--- src/rtl/multi_cycle_control.sv ---
// Multi-cycle datapath controller: fetch/decode/execute sequencer that
// drives the datapath mux selects and memory/register write strobes.
module multi_cycle_control (
  input  logic       clk,
  input  logic       rst_n,
  input  logic [7:0] opcode,
  input  logic       mem_ready,
  output logic       pc_write,
  output logic       pc_write_cond_eq,
  output logic       pc_write_cond_ne,
  output logic       iord,
  output logic       mem_read,
  output logic       mem_write,
  output logic       ir_write,
  output logic       mem_to_reg,
  output logic       reg_dest,
  output logic       reg_write,
  output logic       alu_src_a,
  output logic [1:0] alu_src_b,
  output logic [1:0] alu_op,
  output logic [1:0] pc_source,
  output logic [3:0] state,
  output logic       instr_done,
  output logic       illegal
);

  localparam int unsigned OP_W = 6;

  localparam logic [OP_W-1:0] OP_R    = 6'b101101;
  localparam logic [OP_W-1:0] OP_LW   = 6'b101110;
  localparam logic [OP_W-1:0] OP_SW   = 6'b101111;
  localparam logic [OP_W-1:0] OP_J    = 6'b110000;
  localparam logic [OP_W-1:0] OP_BEQ  = 6'b110001;
  localparam logic [OP_W-1:0] OP_BNE  = 6'b110010;
  localparam logic [OP_W-1:0] OP_ADDI = 6'b110011;

  typedef enum logic [3:0] {
    S_FETCH     = 4'd0,
    S_DECODE    = 4'd1,
    S_MEM_ADDR  = 4'd2,
    S_MEM_RD    = 4'd3,
    S_MEM_WB    = 4'd4,
    S_MEM_WR    = 4'd5,
    S_R_EXEC    = 4'd6,
    S_R_WB      = 4'd7,
    S_BRANCH    = 4'd8,
    S_JUMP      = 4'd9,
    S_ADDI_EXEC = 4'd10,
    S_ADDI_WB   = 4'd11,
    S_TRAP      = 4'd12
  } state_t;

  state_t          state_q;
  state_t          state_d;
  logic [OP_W-1:0] op;
  logic            unused_opcode_hi;

  // Only the low six opcode bits carry meaning
  assign op               = opcode[OP_W-1:0];
  assign unused_opcode_hi = ^opcode[7:6];
  assign state            = 4'(state_q);

  // State register; reset returns to FETCH immediately, abandoning any instruction
  always_ff @(posedge clk or negedge rst_n) begin
    if (!rst_n) state_q <= S_FETCH;
    else        state_q <= state_d;
  end

  // Next-state and control decode from the current state (and mem_ready in wait states)
  always_comb begin
    state_d          = state_q;
    pc_write         = 1'b0;
    pc_write_cond_eq = 1'b0;
    pc_write_cond_ne = 1'b0;
    iord             = 1'b0;
    mem_read         = 1'b0;
    mem_write        = 1'b0;
    ir_write         = 1'b0;
    mem_to_reg       = 1'b0;
    reg_dest         = 1'b0;
    reg_write        = 1'b0;
    alu_src_a        = 1'b0;
    alu_src_b        = 2'b00;
    alu_op           = 2'b00;
    pc_source        = 2'b00;
    instr_done       = 1'b0;
    illegal          = 1'b0;

    case (state_q)
      S_FETCH: begin
        mem_read  = 1'b1;
        alu_src_b = 2'b01;
        if (mem_ready) begin
          ir_write = 1'b1;
          pc_write = 1'b1;
          state_d  = S_DECODE;
        end
      end
      S_DECODE: begin
        // Branch target computed speculatively while the opcode is decoded
        alu_src_b = 2'b11;
        case (op)
          OP_LW, OP_SW:    state_d = S_MEM_ADDR;
          OP_R:            state_d = S_R_EXEC;
          OP_BEQ, OP_BNE:  state_d = S_BRANCH;
          OP_J:            state_d = S_JUMP;
          OP_ADDI:         state_d = S_ADDI_EXEC;
          default:         state_d = S_TRAP;
        endcase
      end
      S_MEM_ADDR: begin
        alu_src_a = 1'b1;
        alu_src_b = 2'b10;
        if (op == OP_LW)      state_d = S_MEM_RD;
        else if (op == OP_SW) state_d = S_MEM_WR;
        else                  state_d = S_TRAP;
      end
      S_MEM_RD: begin
        iord     = 1'b1;
        mem_read = 1'b1;
        if (mem_ready) state_d = S_MEM_WB;
      end
      S_MEM_WB: begin
        mem_to_reg = 1'b1;
        reg_write  = 1'b1;
        instr_done = 1'b1;
        state_d    = S_FETCH;
      end
      S_MEM_WR: begin
        iord      = 1'b1;
        mem_write = 1'b1;
        if (mem_ready) begin
          instr_done = 1'b1;
          state_d    = S_FETCH;
        end
      end
      S_R_EXEC: begin
        alu_src_a = 1'b1;
        alu_op    = 2'b10;
        state_d   = S_R_WB;
      end
      S_R_WB: begin
        reg_dest   = 1'b1;
        reg_write  = 1'b1;
        instr_done = 1'b1;
        state_d    = S_FETCH;
      end
      S_BRANCH: begin
        alu_src_a        = 1'b1;
        alu_op           = 2'b01;
        pc_source        = 2'b01;
        pc_write_cond_eq = (op == OP_BEQ);
        pc_write_cond_ne = (op == OP_BNE);
        instr_done       = 1'b1;
        state_d          = S_FETCH;
      end
      S_JUMP: begin
        pc_source  = 2'b10;
        pc_write   = 1'b1;
        instr_done = 1'b1;
        state_d    = S_FETCH;
      end
      S_ADDI_EXEC: begin
        alu_src_a = 1'b1;
        alu_src_b = 2'b10;
        state_d   = S_ADDI_WB;
      end
      S_ADDI_WB: begin
        reg_write  = 1'b1;
        instr_done = 1'b1;
        state_d    = S_FETCH;
      end
      S_TRAP: begin
        illegal = 1'b1;
        state_d = S_TRAP;
      end
      default: state_d = S_TRAP;
    endcase
  end

endmodule

--- config.mk ---
export PLATFORM = sky130hd
export DESIGN_NAME = multi_cycle_control
export DESIGN_NICKNAME = d
export VERILOG_FILES = /design/src/rtl/multi_cycle_control.sv
export SDC_FILE = /design/constraint.sdc
export NUM_CORES = 1
export LEC_CHECK = 0
export CAP_MARGIN = 40
export CORE_MARGIN = 2
export CORE_UTILIZATION = 39
export DETAILED_ROUTE_END_ITERATION = 6
export PLACE_DENSITY = 0.8
export SLEW_MARGIN = 25
export SYNTH_ARGS = -nofsm -noshare
export SYNTH_HDL_FRONTEND = slang
export SYNTH_SLANG_ARGS = --single-unit
export TNS_END_PERCENT = 20
--- constraint.sdc ---
create_clock -name clk -period 4.91 [get_ports clk]
set_clock_uncertainty 0.15 [all_clocks]
set_input_delay 0.982 -clock clk [delete_from_list [all_inputs] [get_ports clk]]
set_output_delay 0.982 -clock clk [all_outputs]
set_load 0.005 [all_outputs]
Word-level counts from Yosys, hierarchy flattened
Cells that the tools add are included.
{"block": "totals", "ff_bits": 4, "input_bits": 11, "output_inout_bits": 23, "wordCells": 57}
{"block": "op_classes", "n_eq_ne": 22, "mux": 24, "n_reduce_logical": 10}
{"operator": "== test 6 bit (second input constant)", "count": 7}
{"operator": "one-hot mux 4 bit (8 select lines)", "count": 1}
{"operator": "== test 4 bit (second input constant)", "count": 5}
{"operator": "two-way mux 4 bit", "count": 5}
{"operator": "one-hot mux 4 bit (5 select lines)", "count": 1}
{"operator": "== test 4 x 3 -> 1 bit (second input constant)", "count": 4}
{"operator": "two-way mux 1 bit", "count": 12}
{"operator": "OR reduction 2 bit", "count": 5}
{"operator": "== test 4 x 2 -> 1 bit (second input constant)", "count": 2}
{"operator": "one-hot mux 2 bit (2 select lines)", "count": 2}
{"operator": "inequality test 2 bit (second input constant)", "count": 3}
{"operator": "one-hot mux 2 bit (3 select lines)", "count": 1}
{"operator": "OR reduction 5 bit", "count": 1}
{"operator": "== test 4 x 1 -> 1 bit (second input constant)", "count": 1}
{"operator": "zero test 4 bit", "count": 1}
{"operator": "one-hot mux 1 bit (2 select lines)", "count": 2}
{"operator": "OR reduction 4 bit", "count": 1}
{"operator": "AND reduction 3 bit", "count": 1}
{"operator": "OR reduction 3 bit", "count": 1}

Logic depth before layout (Yosys ltp)
{"block": "depth", "ltp_word": 4, "mapped_depth": 5, "ltp_nobuf": 4}

Least setup slack after synthesis
Ideal clock, no wire load.
{"block": "synth_timing", "kind": "input to output", "start": "input port opcode[3]", "end": "output port pc_write_cond_eq", "arrival_ps": 1570, "t_required_ps": 3778, "path_slack_ps": 2208, "cell_stages": 3, "n_path_buf": 0, "cell_sequence": "and4bb_2 nand2_1 nor3b_1"}
{"block": "synth_via", "elab_chain_len": 2}
{"element": "start, declared", "line": "6", "source": "input logic [7:0] opcode,"}
{"element": "== test 6 bit", "line": "152", "source": "pc_write_cond_eq = (op == OP_BEQ);"}
{"element": "two-way mux 1 bit", "line": "89", "source": "case (state_q)"}
{"element": "end, declared", "line": "9", "source": "output logic pc_write_cond_eq,"}
Every way passes these cells.

Worst setup path after layout
Same ends and word-level chain as after synthesis.

==> metrics.txt <==
GPL Wtd Cong 0.9283; register area share after synthesis 0.1728; ranking of synthesized cells by area dfrtp_1, nor2_1, o21ai_0, and3_1, and4bb_2; library cells used by synthesis 37; final hold viol count 0; clk sink count 4; EDFF count, synth 0; RR Endpoint state[2]; top_reg_cell synth dfrtp_1; vias post-DR about 740; FP Rows 13; synth warn 0; ys async rst share 1.000; hold slack 0.6354 ns; WHS Endpoint state[3]; run status finished clean; die area 1810 um^2; final period utilization 0.7606; worst slew pin tran 0.5320 ns; slowest cell on the critical path clkdlybuf4s50_1; core area between 1000 and 1500 um^2; worst vdd rail ir drop between 300 and 400 uV; CTS tree built; metal3 WL 129 um; drc violations 0; synthesized area 579.3 um^2; Sum Neg Setup Slack 0 ns; Port-buffer cells 31; IO Pins 34; gr usage total 0.2018; DP Wirelength 1287 um; WS Path Type in -> out; CTS Buf Count 3; Hold Buf Count CTS 0; Max Slew Vio Count 0; Starting Density 0.4291; CP bufs+invs 2; final instance area around 900 um^2; max-cap violations 0; final setup vio count 0; first-pass GRT wire length 2780 um; synthesized area per cell 6.815 um^2; #FFs+latches synth 4; die height 42.54 um; Gate Count Post-Synth 85; largest net degree at the start of global routing 19; critical path's largest stage delay 0.53 ns; antenna cell count 0; vias in the first global route between 600 and 700; unrepaired setup endpoints after global routing no; most frequent cells after synthesis nor2_1, o21ai_0, nand2_1, nor3_1; Routed WL per cell 13.32 um; Worst Path Required 3.78 ns; Initial DRT Pass Iterations 4; post-layout net count 126; leakage 0.0003573 uW; Startpoint Class input pin; worst flop-to-flop path startpoint state[1]; Mapped Nets 96; Root Driver clkbuf_4; DR iter-0 viols 22; met2 wire length between 800 and 900 um; Crit path top cell by count clkdlybuf4s50_1; Via-to-Cell Ratio just under 6; clk buf depth 2; post-CTS sizing 0; Hold Crit Class reg -> reg; max layer used met3; fmax 267.8 MHz; area leader, netlist dfrtp_1; Reg clk slew, reported paths 0.05 ns; Worst Reg-to-Reg Cells 4; Placed Area between 800 and 900 um^2; Yosys top cell area share 0.1728; family with the most delay on the worst path buffers and inverters; crit path capture type output port; area grow syn2layout 55.72%; CP max FO 5; H-tree depth 1; hold path depth 2; initial antenna violation count 0; layout cells sized above 1 0.07080; Final min period 3.735 ns; max FFs per register 4; Met1 Wirelength 775 um; Die X about 43 um; Clock Latency Late Sink 0.24 ns; slew margin rel. 0.6453; power density over cell area 476.4 nW/um^2; ANT nets after route 0; Worst Hold Launch state[3]; Overall Power 429.8 uW; reg2reg setup slack 2.98 ns; critical path arrival between 2 and 3 ns; gr ovfl total 0; Fill cells 120; Cell Chain, Critical Path clkdlybuf4s50_1 > and4bb_2 > nand2_1 > nor3b_1 > clkdlybuf4s50_1; WL final 1705 um; Post-CTS Setup Repair Bufs 0; most frequent cell after synthesis nor2_1
final cells by class:
cell class,instances,area (um^2),share of cell area
Sequential cell,4,100.1,0.1110
Inverter,4,15.01,0.01664
Multi-Input combinational cell,71,435.4,0.4827
Timing Repair Buffer,31,310.3,0.3440
Clock buffer,3,22.52,0.02497
Tap cell,15,18.77,0.02080
stage by stage:
stage / cells / util / setup WS [ns]
global route: 128 / 0.6682 / 1.108
global placement: 125 / 0.6515 / 1.191
floorplan: 85 / - / 2.208
finish: 128 / 0.6682 / 1.175
CTS: 128 / 0.6682 / 1.172
detailed placement: 125 / 0.6515 / 1.196
kinds of logic after synthesis:
group           Yosys count  synth area share
mux                       1           0.01728
compound gates           24            0.2722
flops                     4            0.1728
simple gates             45            0.4471
buf+inv                  10           0.07559
xor+xnor                  1           0.01512
tightest hold or removal path, delay by kind of cell, from the launching register on:
kind               cells  cell delay (ns)
AOI/OAI and AO/OA      2             0.22
DFF                    1             0.52
cell usage in the layout (no fill, tap or decap), types with 2 or more instances in the layout:
cell,count
nor3_1,5
and4bb_2,2
a31oi_1,3
dfrtp_1,4
and3_1,4
clkbuf_4,3
inv_1,3
clkdlybuf4s50_1,31
a21oi_1,4
o211ai_1,2
o21ai_0,7
nand4b_1,2
nand2b_1,3
nor2_1,13
nand2_1,6
layer usage:
layer,GRT usage,vias up
met5,0,-
met4,0.07500,0
met3,0.05603,0
met2,0.3262,39
met1,0.2526,326
li1,-,376
how the worst max path moves through the flow:
stage / depth (start not counted) / slack, ns / to / from
after floorplan: 3 / 2.21 / pc_write_cond_eq / opcode[3]
after global placement: 5 / 1.19 / pc_write_cond_eq / opcode[3]
after detailed placement: 5 / 1.20 / pc_write_cond_eq / opcode[3]
after CTS: 5 / 1.17 / pc_write_cond_eq / opcode[3]
after global routing: 5 / 1.11 / pc_write_cond_eq / opcode[2]
final: 5 / 1.18 / pc_write_cond_eq / opcode[3]
where the power goes:
group / total [uW] / switching, uW / internal [uW]
combinational: 296 / 116 / 180
clock: 42.2 / 14.7 / 27.4
sequential: 91.2 / 47.6 / 43.6
Power figures use the tool's default switching activity.
==> RTL change (config.mk and constraints unchanged) <==
`OP_W`: 6 -> 8.
--- a/src/rtl/multi_cycle_control.sv
+++ b/src/rtl/multi_cycle_control.sv
@@ -24,7 +24,7 @@
   output logic       illegal
 );
 
-  localparam int unsigned OP_W = 6;
+  localparam int unsigned OP_W = 8;
 
   localparam logic [OP_W-1:0] OP_R    = 6'b101101;
   localparam logic [OP_W-1:0] OP_LW   = 6'b101110;
Check against the original RTL: not equivalent (Yosys sat finds a counterexample within 4 cycles, from zero or initial values and one cycle with rst_n low).
==> RTL change against the unedited design <==
Design area is 5.1% higher. Sequential power fell by 8.6%. Area after synthesis rose by 9.7%. Worst setup slack got worse by 70 ps. Synthesized cell count down 1.2%. Power decreased by 1.4%. Via count fell by 3.0%. Register-to-register slack better by 170 ps. Sequential cell count is the same. Critical path type unchanged. Wire length is 7.3% lower.
==> RTL change: results (changes against the unedited design) <==
IO Port Bufs = 33 (+6.5%)
Crit-path max FO = 6 (+1)
RR Endpoint = state[0]
Slew HR = 61.94% (-2.6 points)
First-pass GRT wire length = 2.594 mm (-6.7%)
Synth Area in XOR/XNOR = 1.378% (-0.13 points)
Share of the synthesized area in the top cell type = 15.75% (-1.5 points)
VDD IR max = 258.1 uV (-31%)
Sw Ratio = 39.88% (-1.7 points)
Compound-Gate Fraction of Synth Area = 22.05% (-5.2 points)
Share of cells above drive strength 1 = 15.79% (+8.7 points)
Distinct cells, synth = 38 (+2.7%)
Status = completed
Delay-heaviest family, CP = buffers and inverters
Most common library cells after synthesis = nor2_1 (12), nand2_1 (7), o21ai_0 (6)
Clk power = 0.0000413 W (-2%)
Leak = 0.3518 nW (-1.6%)
Via density per instance = 5.531 (-4.5%)
Crit path DAT = 2670 ps (+70 ps)
Dpl hpwl = 1.261 mm (-2.0%)
# nets final = 127 (+0.79%)
Routability Congestion = 0.8369 (-9.8%)
FILL cells = 150 (+25%)
DRT Pass-1 Iters = 6 (+2)
WL met3 = 92 um (-29%)
GRT met1 Usage = 22.33% (-2.9 points)
Net Count, Synth = 95 (-1.0%)
Seq power = 0.0000834 W (-8.6%)
Detailed Route WL = 1.581 mm (-7.3%)
Post-synthesis mux area share = 0% (-1.7 points)
CP startpoint = opcode[7]
-- RTL change: cell count changes after synthesis, sizes merged, moves of 3 or more --
cell / change
a31oi: -3
and3: -3
buf: +3
clkbuf: -3
nor3: +4
nor3b: +3
-- RTL change: worst reg2reg max path: stages, from the launching register on --
cell       delay (ps)
dfrtp_1           610
nand2b_1          320
nor3_2             90
a2111oi_2         370
nor3_2             90
-- RTL change: per-stage QoR --
stage               area (um^2)  hold WS, ps  std cells  total power [W]
floorplan                 635.6        536.4         84        0.0002546
global placement          925.9        685.0        127        0.0003792
detailed placement        925.9        706.9        127        0.0003845
CTS                       948.4        708.4        130        0.0004280
global route              948.4        761.1        130        0.0004585
finish                    948.4        705.7        130        0.0004236
-- RTL change: layout make-up --
class / instances / area share [%]
clock buffers: 3 / 2.375
inverters: 1 / 0.3958
multi-input cells: 73 / 49.74
well taps: 16 / 2.111
flip-flops and latches: 4 / 10.55
repair buffers: 33 / 34.83
